[src/rtl/shift_seq_ctrl_pkg.sv]
// rtl/shift_seq_ctrl_pkg.sv - shared state encoding and shift-register mode codes
//
// Purpose: common types and constants for shift_seq_ctrl and its step counter.
//   state_t    : sequencer FSM states (IDLE, LOAD, SHIFT, FIN)
//   MODE_*     : shift-register S mode codes
//   shift_mode : maps the latched direction bit to its shift mode code
package shift_seq_ctrl_pkg;

  typedef enum logic [1:0] {
    ST_IDLE  = 2'b00,
    ST_LOAD  = 2'b01,
    ST_SHIFT = 2'b10,
    ST_FIN   = 2'b11
  } state_t;

  localparam logic [1:0] MODE_HOLD = 2'b00;
  localparam logic [1:0] MODE_SR   = 2'b01;
  localparam logic [1:0] MODE_SL   = 2'b10;
  localparam logic [1:0] MODE_LOAD = 2'b11;

  function automatic logic [1:0] shift_mode(input logic dir);
    return dir ? MODE_SL : MODE_SR;
  endfunction

endpackage

[src/rtl/seq_step_cnt.sv]
// rtl/seq_step_cnt.sv - shift step prescaler and remaining-step down-counter
//
// Purpose: times each shift step to STEP_DIV clocks and counts remaining steps.
// Ports:
//   i_clk        : clock
//   i_rst        : asynchronous active-high reset
//   i_load       : load the step counter with i_len
//   i_len        : number of shift steps to run
//   i_run        : high while the sequencer is in SHIFT
//   i_clear      : abort; zero the step counter
//   o_step_done  : strobe in the last cycle of a step
//   o_last_step  : strobe in the last cycle of the final step
module seq_step_cnt #(
  parameter int STEP_DIV = 1
) (
  input  logic       i_clk,
  input  logic       i_rst,
  input  logic       i_load,
  input  logic [3:0] i_len,
  input  logic       i_run,
  input  logic       i_clear,
  output logic       o_step_done,
  output logic       o_last_step
);

  localparam logic [3:0] DIV_M1 = 4'(STEP_DIV - 1);

  logic [3:0] r_presc;
  logic [3:0] r_cnt;

  assign o_step_done = i_run & (r_presc == DIV_M1);
  // Counter still holds 1 during the final step; it reaches 0 as the step ends.
  assign o_last_step = o_step_done & (r_cnt == 4'd1);

  always_ff @(posedge i_clk or posedge i_rst) begin
    if (i_rst) begin
      r_presc <= 4'd0;
      r_cnt   <= 4'd0;
    end else begin
      // Prescaler idles at 0 so the first SHIFT cycle always starts a step.
      if (!i_run || o_step_done) begin
        r_presc <= 4'd0;
      end else begin
        r_presc <= r_presc + 4'd1;
      end

      if (i_clear) begin
        r_cnt <= 4'd0;
      end else if (i_load) begin
        r_cnt <= i_len;
      end else if (o_step_done && (r_cnt != 4'd0)) begin
        r_cnt <= r_cnt - 4'd1;
      end
    end
  end

endmodule

[src/rtl/shift_seq_ctrl.sv]
// rtl/shift_seq_ctrl.sv - load/shift sequencer driving a 4-bit universal shift register
//
// Purpose: on START loads PAT into an external shift register, shifts it LEN
// steps (STEP_DIV clocks each) in direction DIR, then pulses DONE.
// Optional feature macro: SEQ_IDLE_HIZ_EN (OE high-Z in IDLE/FIN; else OE=0).
// Ports:
//   CLK   : clock           CLR  : asynchronous active-high reset
//   START : run request     ABORT: terminate running sequence
//   DIR   : 1 left, 0 right PAT  : load pattern     LEN: shift steps 0..15
//   S     : register mode   D    : parallel data    OE : output enable (active-low)
//   BUSY  : LOAD through last shift step            DONE: completion pulse
module shift_seq_ctrl
  import shift_seq_ctrl_pkg::*;
#(
  parameter int STEP_DIV = 1
) (
  input  logic       CLK,
  input  logic       CLR,
  input  logic       START,
  input  logic       ABORT,
  input  logic       DIR,
  input  logic [3:0] PAT,
  input  logic [3:0] LEN,
  output logic [1:0] S,
  output logic [3:0] D,
  output logic       OE,
  output logic       BUSY,
  output logic       DONE
);

  state_t     r_state;
  state_t     w_state_nxt;
  logic       r_dir;
  logic [3:0] r_pat;
  logic [3:0] r_len;
  logic [1:0] r_s;
  logic [3:0] r_d;
  logic       r_busy;
  logic       r_done;
  logic       w_accept;
  logic       w_abort;
  logic       w_step_done;
  logic       w_last_step;
  logic [1:0] w_s_nxt;
  logic [3:0] w_d_nxt;
  logic       w_busy_nxt;
  logic       w_done_nxt;

  // ABORT wins over START in IDLE; START elsewhere is simply ignored.
  assign w_accept = (r_state == ST_IDLE) & START & ~ABORT;
  assign w_abort  = (r_state != ST_IDLE) & ABORT;

  seq_step_cnt #(
    .STEP_DIV (STEP_DIV)
  ) u_step_cnt (
    .i_clk       (CLK),
    .i_rst       (CLR),
    .i_load      (w_accept),
    .i_len       (LEN),
    .i_run       (r_state == ST_SHIFT),
    .i_clear     (w_abort),
    .o_step_done (w_step_done),
    .o_last_step (w_last_step)
  );

  always_ff @(posedge CLK or posedge CLR) begin
    if (CLR) begin
      r_state <= ST_IDLE;
      r_dir   <= 1'b0;
      r_pat   <= 4'd0;
      r_len   <= 4'd0;
      r_s     <= MODE_HOLD;
      r_d     <= 4'd0;
      r_busy  <= 1'b0;
      r_done  <= 1'b0;
    end else begin
      r_state <= w_state_nxt;
      r_s     <= w_s_nxt;
      r_d     <= w_d_nxt;
      r_busy  <= w_busy_nxt;
      r_done  <= w_done_nxt;
      if (w_accept) begin
        r_dir <= DIR;
        r_pat <= PAT;
        r_len <= LEN;
      end
    end
  end

  // Outputs are registered, so they are decoded from the next state.
  always_comb begin
    w_state_nxt = r_state;
    w_s_nxt     = MODE_HOLD;
    w_d_nxt     = 4'd0;
    w_busy_nxt  = 1'b0;
    w_done_nxt  = 1'b0;

    case (r_state)
      ST_IDLE:  if (w_accept) w_state_nxt = ST_LOAD;
      ST_LOAD:  w_state_nxt = (r_len == 4'd0) ? ST_FIN : ST_SHIFT;
      ST_SHIFT: if (w_last_step) w_state_nxt = ST_FIN;
      ST_FIN:   w_state_nxt = ST_IDLE;
      default:  w_state_nxt = ST_IDLE;
    endcase
    if (w_abort) begin
      w_state_nxt = ST_IDLE;
    end

    case (w_state_nxt)
      ST_LOAD: begin
        w_s_nxt    = MODE_LOAD;
        w_d_nxt    = PAT;  // latched in the same edge, so take it from the port
        w_busy_nxt = 1'b1;
      end
      ST_SHIFT: begin
        // Shift code only in the first cycle of each step.
        if ((r_state == ST_LOAD) || w_step_done) begin
          w_s_nxt = shift_mode(r_dir);
        end
        w_d_nxt    = r_pat;
        w_busy_nxt = 1'b1;
      end
      ST_FIN: begin
        w_d_nxt    = r_pat;
        w_done_nxt = 1'b1;
      end
      default: begin
        w_s_nxt = MODE_HOLD;
      end
    endcase
  end

  assign S    = r_s;
  assign D    = r_d;
  assign BUSY = r_busy;
  assign DONE = r_done;

`ifdef SEQ_IDLE_HIZ_EN
  logic r_oe;
  logic w_oe_nxt;

  assign w_oe_nxt = ~((w_state_nxt == ST_LOAD) || (w_state_nxt == ST_SHIFT));

  always_ff @(posedge CLK or posedge CLR) begin
    if (CLR) begin
      r_oe <= 1'b1;
    end else begin
      r_oe <= w_oe_nxt;
    end
  end

  assign OE = r_oe;
`else
  assign OE = 1'b0;
`endif

endmodule

[config.mk]
export PLATFORM = sky130hd
export DESIGN_NAME = shift_seq_ctrl
export DESIGN_NICKNAME = d
export VERILOG_FILES = /design/src/rtl/shift_seq_ctrl_pkg.sv /design/src/rtl/seq_step_cnt.sv /design/src/rtl/shift_seq_ctrl.sv
export SDC_FILE = /design/constraint.sdc
export NUM_CORES = 1
export LEC_CHECK = 0
export ABC_AREA = 1
export CORE_ASPECT_RATIO = 0.6
export CORE_MARGIN = 3
export CORE_UTILIZATION = 30
export DETAILED_ROUTE_END_ITERATION = 10
export GPL_TIMING_DRIVEN = 1
export SKIP_CTS_REPAIR_TIMING = 1
export SLEW_MARGIN = 20
export SYNTH_ARGS = -nofsm -noshare
export SYNTH_HDL_FRONTEND = slang
export SYNTH_HIERARCHICAL = 1
export SYNTH_SLANG_ARGS = --single-unit
[constraint.sdc]
create_clock -name CLK -period 1.55 [get_ports CLK]
set_clock_uncertainty 0.05 [all_clocks]
set_input_delay 0.155 -clock CLK [delete_from_list [all_inputs] [get_ports CLK]]
set_output_delay 0.155 -clock CLK [all_outputs]
set_load 0.01 [all_outputs]
# Word-level counts from Yosys, hierarchy flattened
# Cells that the tools add are included.
[word_totals]
reg_bits = 27
inputBits = 13
out_inout_bits = 9
word_cells = 52
[classes]
addsub = 2
n_eq_ne = 7
mux = 15
bitwise_logic = 6
reduce_logical = 12
[op_table]
columns = ["cell", "count"]
rows = [
  ["$mux W4", 4],
  ["$mux W2", 5],
  ["$eq A2 B2 Y1 const B", 4],
  ["$logic_not A4 Y1", 2],
  ["$pmux W2 S4", 1],
  ["$pmux W4 S2", 1],
  ["$and A1 B1 Y1", 5],
  ["$add A4 B1 Y4 const B", 1],
  ["$eq A2 B1 Y1 const B", 2],
  ["$eq A4 B1 Y1 const B", 1],
  ["$pmux W2 S2", 1],
  ["$reduce_bool A4 Y1", 1],
  ["$reduce_or A2 Y1", 2],
  ["$sub A4 B1 Y4 const B", 1],
  ["$mux W1", 3],
  ["$reduce_bool A3 Y1", 1],
  ["$logic_not A2 Y1", 1],
  ["$logic_or A1 B1 Y1", 2],
  ["$reduce_bool A2 Y1", 1],
  ["$logic_and A1 B1 Y1", 1],
  ["$logic_not A1 Y1", 1],
  ["$not A1 Y1", 1],
]

# Longest topological paths before layout
# Gate-level depths: netlist of the first run.
[logic_depth]
depth_word = 9
mapped_depth = 12
mapped_depth_nobuf = 12

# Cells and area by module
# Netlist of the first run, hierarchy kept.
[modules_own_cells]
columns = ["mod", "instances", "cells_per_inst", "area_per_inst_um2", "seq_area_each_um2"]
rows = [
  ["shift_seq_ctrl", 1, 96, 870.8, 475.5],
  ["seq_step_cnt", 1, 67, 534.3, 200.2],
]

# Worst setup path before layout of the first run
# OpenSTA, ideal clock, no wires.
[synth_path]
path_kind = "reg-to-reg"
startpoint = "register r_state[0]"
endpoint = "register u_step_cnt.r_cnt[0]"
setup_time_ns = 0.118
t_arrival_ns = 1.467
required_time_ns = 1.382
path_slack_ns = -0.085
path_stages_with_launch = 10
n_path_buf = 1
period_less_slack_ns = 1.635
cell_sequence = "dfrtp_1 inv_1 ha_1 nand3_4 inv_4 buf_4 nor2_2 nand2_4 nand3_1 nand2_1"
[synth_via]
elab_chain_len = 5
elab_cells_between_ends = 11
classes_between = "1 x eq/ne; 2 x mux; 4 x bitwise; 4 x reduce/logical"
[synth_lines]
columns = ["element", "line_no", "source"]
rows = [
  ["start, declared", "shift_seq_ctrl.sv:31", "state_t r_state;"],
  ["start signal, assigned", "shift_seq_ctrl.sv:77", "r_state <= w_state_nxt;"],
  ["$logic_not A2 Y1 *", "shift_seq_ctrl.sv:50", "assign w_accept = (r_state == ST_IDLE) & START & ~ABORT;"],
  ["$and A1 B1 Y1 * (2 in a row)", "shift_seq_ctrl.sv:50", ""],
  ["named net w_accept", "shift_seq_ctrl.sv:40", "logic w_accept;"],
  ["$mux W4", "seq_step_cnt.sv:49", "end else if (i_load) begin"],
  ["$mux W4", "seq_step_cnt.sv:47", "if (i_clear) begin"],
  ["end signal, assigned", "seq_step_cnt.sv:50", "r_cnt <= i_len;"],
  ["end signal, assigned", "seq_step_cnt.sv:52", "r_cnt <= r_cnt - 4'd1;"],
  ["end, declared", "seq_step_cnt.sv:29", "logic [3:0] r_cnt;"],
]
# The timed path passes the listed nets; every way through them passes the cells marked *.
# A chain may end at the register's enable or synchronous reset.

# Worst setup path in the final report of the first run
[layout_path]
startpoint = "register u_step_cnt.r_presc[0]"
endpoint = "register r_busy, in the netlist BUSY"
[layout_via]
elab_chain_len = 9
elab_cells_between_ends = 10
classes_between = "2 x eq/ne; 4 x mux; 2 x bitwise; 2 x reduce/logical"
[layout_lines]
columns = ["element", "line_no", "source"]
rows = [
  ["start, declared", "seq_step_cnt.sv:28", "logic [3:0] r_presc;"],
  ["start signal, assigned", "seq_step_cnt.sv:44", "r_presc <= r_presc + 4'd1;"],
  ["$logic_not A4 Y1 *", "seq_step_cnt.sv:31", "assign o_step_done = i_run & (r_presc == DIV_M1);"],
  ["$and A1 B1 Y1 *", "seq_step_cnt.sv:31", ""],
  ["named net w_step_done", "shift_seq_ctrl.sv:42", "logic w_step_done;"],
  ["$and A1 B1 Y1 *", "seq_step_cnt.sv:33", "assign o_last_step = o_step_done & (r_cnt == 4'd1);"],
  ["named net w_last_step", "shift_seq_ctrl.sv:43", "logic w_last_step;"],
  ["$mux W2 *", "shift_seq_ctrl.sv:101", "ST_SHIFT: if (w_last_step) w_state_nxt = ST_FIN;"],
  ["$pmux W2 S4 *", "shift_seq_ctrl.sv:98", "case (r_state)"],
  ["$mux W2 *", "shift_seq_ctrl.sv:105", "if (w_abort) begin"],
  ["$eq A2 B2 Y1 or $eq A2 B1 Y1 (tied branches)", "shift_seq_ctrl.sv:109", "case (w_state_nxt)"],
  ["$reduce_or A2 Y1 (no source line) *", "n/a", ""],
  ["$mux W1 *", "shift_seq_ctrl.sv:109", ""],
  ["named net w_busy_nxt", "shift_seq_ctrl.sv:46", "logic w_busy_nxt;"],
  ["end signal, assigned", "shift_seq_ctrl.sv:80", "r_busy <= w_busy_nxt;"],
  ["end, declared", "shift_seq_ctrl.sv:38", "logic r_busy;"],
]
# Marks and branches as above.

==> reports/results.txt, run 1 <==
Final Critical Period: 1.580 ns
Die Footprint: 0.005568 mm2
Die X: 94.35 um
Worst EP required: 1.67 ns
mux contribution to synthesized area: 0%
Compound-Gate Fraction of Synth Area: 2.048%
average size of a mapped cell: 8.620 um2
TritonCTS clock tree: done
R2R Path End: BUSY$_DFF_PP0_
I/O pin total: 22
Antenna Cells: 0
layout cells sized above 1: 23.38%
Synthesized Nets: 184
flops & latches, synth: 27
Clk pwr share: 12.4%
PnR worst setup slack: -0.03046 ns
Synth Area in Simple Gates: 34.02%
CTS clk-pin slew, worst paths: 0.09 ns
Bufs and invs on worst path: 1
r2r worst-path depth: 12
Final Hold Viols: 0
drt total wl: 3.093 mm
Reg2Reg Setup Slack: -0.03 ns
port buffer count: 20
combinational share of power: 53.7%
CP endpoint kind: flip-flop
max incr delay on CP: 0.39 ns
final setup fails: 3
Tightest Hold Check Type: in2async
core area: 0.004302 mm2
LEAKAGE: 0.0009595 uW
Final Net Count: 223
Post-Place Setup Slack: -0.05026 ns
Std-Cell Rows: 18
Cell Area, Synth: 0.001405 mm2
post-synthesis sequential area ratio: 48.09%
initial core utilization: 32.66%
initial antenna violation count: 0
Critical Path AT: 1.70 ns
PwrDens: 1681 mW/mm2
vias per cell: 4.364
Yosys warning total: 6
global-route wire length before repair: 4.968 mm
via count: 1139
H-tree Lvls: 1
Synth Area in XOR/XNOR: 1.870%
WS Path Type: reg2reg
Worst VDD drop: 0.6330 mV
cell mode on critical path: nand2_2
Post-DP HPWL: 2.276 mm
RSZ-0062 raised after global routing: yes
Die Y: 59.01 um
FF-to-FF Start: u_step_cnt/r_presc[0]$_DFF_PP0_
multi-input logic area: 705.7 um2
TritonCTS Buffers: 3
largest net degree at the start of global routing: 20
CTS Buffer Depth: 2
slowest CP cell: dfrtp_1
# DRC: 0
Pins Over Slew Limit: 0
flip-flop and latch area: 675.6 um2
crit-path max FO: 6
period utilization: 102.0%
global route overflow: 0
Pre-Repair DR Iteration Count: 4
sequential power share: 33.9%
DR iter-0 viols: 39
main combinational cell family by area after synthesis: simple AND/OR/NAND/NOR gates
Max Fclk: 0.6327 GHz
fillers: 435
setup TNS: -0.04074 ns
critical path cell sequence: inv_1, ha_2, nand2_2, nor2_4, and3_4, o21ai_2, nand2_1, nand2_2, nand2_4, nand2_4, nand2_2, nand2_1
gpl congestion: 0.8298
Int Power: 1892 uW
P_sw: 1341 uW
max-cap check violation count: 0
wire per inst: 11.85 um
Clock Latency Late Sink: 0.27 ns
area grow syn2layout: 36.87%
clock sink count: 27
Tot GR Track Use: 11.47%
Synth Area in Adders: 7.124%
Cells after Synth: 163
startpoint types: flip-flop
failing checks: setup timing
status: complete, but fails checks
number of global-route vias before repair: 1051
post-synth cell types: 23
Root Driver: clkbuf_8
ANT nets after route: 0
switching part of the total power: 41.49%
crit-path leading delay family: simple AND/OR/NAND/NOR gates
cells by family after synthesis:
| family | count (synthesis) |
|---|---|
| AOI/OAI and AO/OA | 5 |
| xor gates and xnor gates | 3 |
| buffers and inverters | 22 |
| adders and majority gates | 8 |
| DFF | 27 |
| other | 1 |
| and+or+nand+nor | 97 |
registers in the layout, summed over array words and instances, names as in the netlist:
register	cells
BUSY	1
u_step_cnt/r_presc	4
D	4
r_dir	1
S	2
DONE	1
u_step_cnt/r_cnt	4
r_len	4
r_state	2
r_pat	4
cell type report:
cell class / instances / area share [%]
clock buffers: 4 / 2.342
inverters: 20 / 4.294
multi-input cells: 114 / 36.69
repair inverters: 1 / 0.3253
repair buffers: 35 / 17.31
flip-flops and latches: 27 / 35.13
well taps: 60 / 3.904
cell usage in the layout, fill, tap and decap left out:
cell type | netlist | final
nand2_1 | 54 | 52
dfrtp_1 | 27 | 27
clkdlybuf4s50_1 | 0 | 20
inv_1 | 18 | 15
buf_4 | 2 | 12
nor2_1 | 11 | 11
nand3_1 | 11 | 10
nand4_1 | 6 | 6
ha_1 | 8 | 5
inv_2 | 1 | 4
nor2_4 | 1 | 4
nand2_4 | 4 | 4
nand2_2 | 1 | 3
nand3_2 | 2 | 3
clkbuf_8 | 0 | 3
ha_4 | 0 | 2
buf_6 | 0 | 2
o21ai_1 | 0 | 2
xor2_1 | 2 | 2
nand3_4 | 1 | 1
inv_8 | 0 | 1
o21ai_2 | 0 | 1
a21oi_4 | 0 | 1
nor3_2 | 1 | 1
o21ai_0 | 4 | 1
conb_1 | 1 | 1
clkbuf_1 | 0 | 1
inv_4 | 1 | 1
buf_12 | 0 | 1
nor2_2 | 4 | 1
xnor2_1 | 1 | 1
and3_4 | 0 | 1
ha_2 | 0 | 1
power groups by stage:
stage	clock network (uW)	logic [uW]	registers, uW
3_3_place_gp	0	1490	1110
5_1_grt	447	1940	1120
6_report	400	1740	1100
4_1_cts	419	1510	1090
2_1_floorplan	0	970	1120
3_5_place_dp	0	1500	1100
cell usage after synthesis:
cell     number  area share [%]
inv_4         1            0.45
o21ai_0       4             1.4
nand2_4       4             3.2
ha_1          8             7.1
nor3_2        1            0.71
conb_1        1            0.27
nand3_4       1             1.2
nand3_1      11             3.9
nor2_2        4             1.8
nand2_1      54              14
a21oi_2       1            0.62
nand2_2       1            0.45
nor2_1       11             2.9
nand3_2       2             1.4
dfrtp_1      27              48
inv_2         1            0.27
inv_1        18             4.8
nand4_1       6             2.7
nor2_4        1            0.80
xor2_1        2             1.2
and3_1        1            0.45
buf_4         2             1.1
xnor2_1       1            0.62
worst max path at each step:
stage	startpoint	endpoint	slack, ns	depth (start not counted)
after floorplan	r_state[0]$_DFF_PP0_	u_step_cnt/r_cnt[3]$_DFFE_PP0P_	0.0002	10
after global placement	u_step_cnt/r_presc[0]$_DFF_PP0_	S[0]$_DFF_PP0_	0.007	11
after detailed placement	u_step_cnt/r_presc[0]$_DFF_PP0_	S[0]$_DFF_PP0_	-0.05	11
after CTS	u_step_cnt/r_presc[0]$_DFF_PP0_	S[0]$_DFF_PP0_	-0.07	11
after global routing	u_step_cnt/r_presc[0]$_DFF_PP0_	BUSY$_DFF_PP0_	-0.14	12
final	u_step_cnt/r_presc[0]$_DFF_PP0_	BUSY$_DFF_PP0_	-0.03	12
metrics by stage:
step / instances / power [uW] / utilization, % / cell area, um2 / hold slack (ns)
final: 261 / 3233 / 44.71 / 1923 / 0.1116
after global routing: 261 / 3505 / 44.71 / 1923 / 0.1579
after CTS: 257 / 3017 / 42.38 / 1823 / 0.1216
after detailed placement: 253 / 2607 / 41.33 / 1778 / 0.4158
after global placement: 253 / 2595 / 41.33 / 1778 / 0.4098
after floorplan: 163 / 2086 / - / 1428 / -0.07934
metal layers:
| metal | routed length (um) | global-route usage [%] | vias up |
|---|---|---|---|
| met1 | 1652 | 18.50 | 525 |
| met2 | 1240 | 15.22 | 27 |
| li1 | - | - | 585 |
| met3 | 195 | 3.426 | 2 |
| met5 | 0 | 0 | - |
| met4 | 6 | 1.235 | 0 |
(Power assumes the default switching activity.)
==> inputs of run 2 (changes only) <==
CTS_CLUSTER_DIAMETER = 100   (was not set)
==> results of run 2 <==
No change in the layout: final DEF, timing and power equal those of run 1.
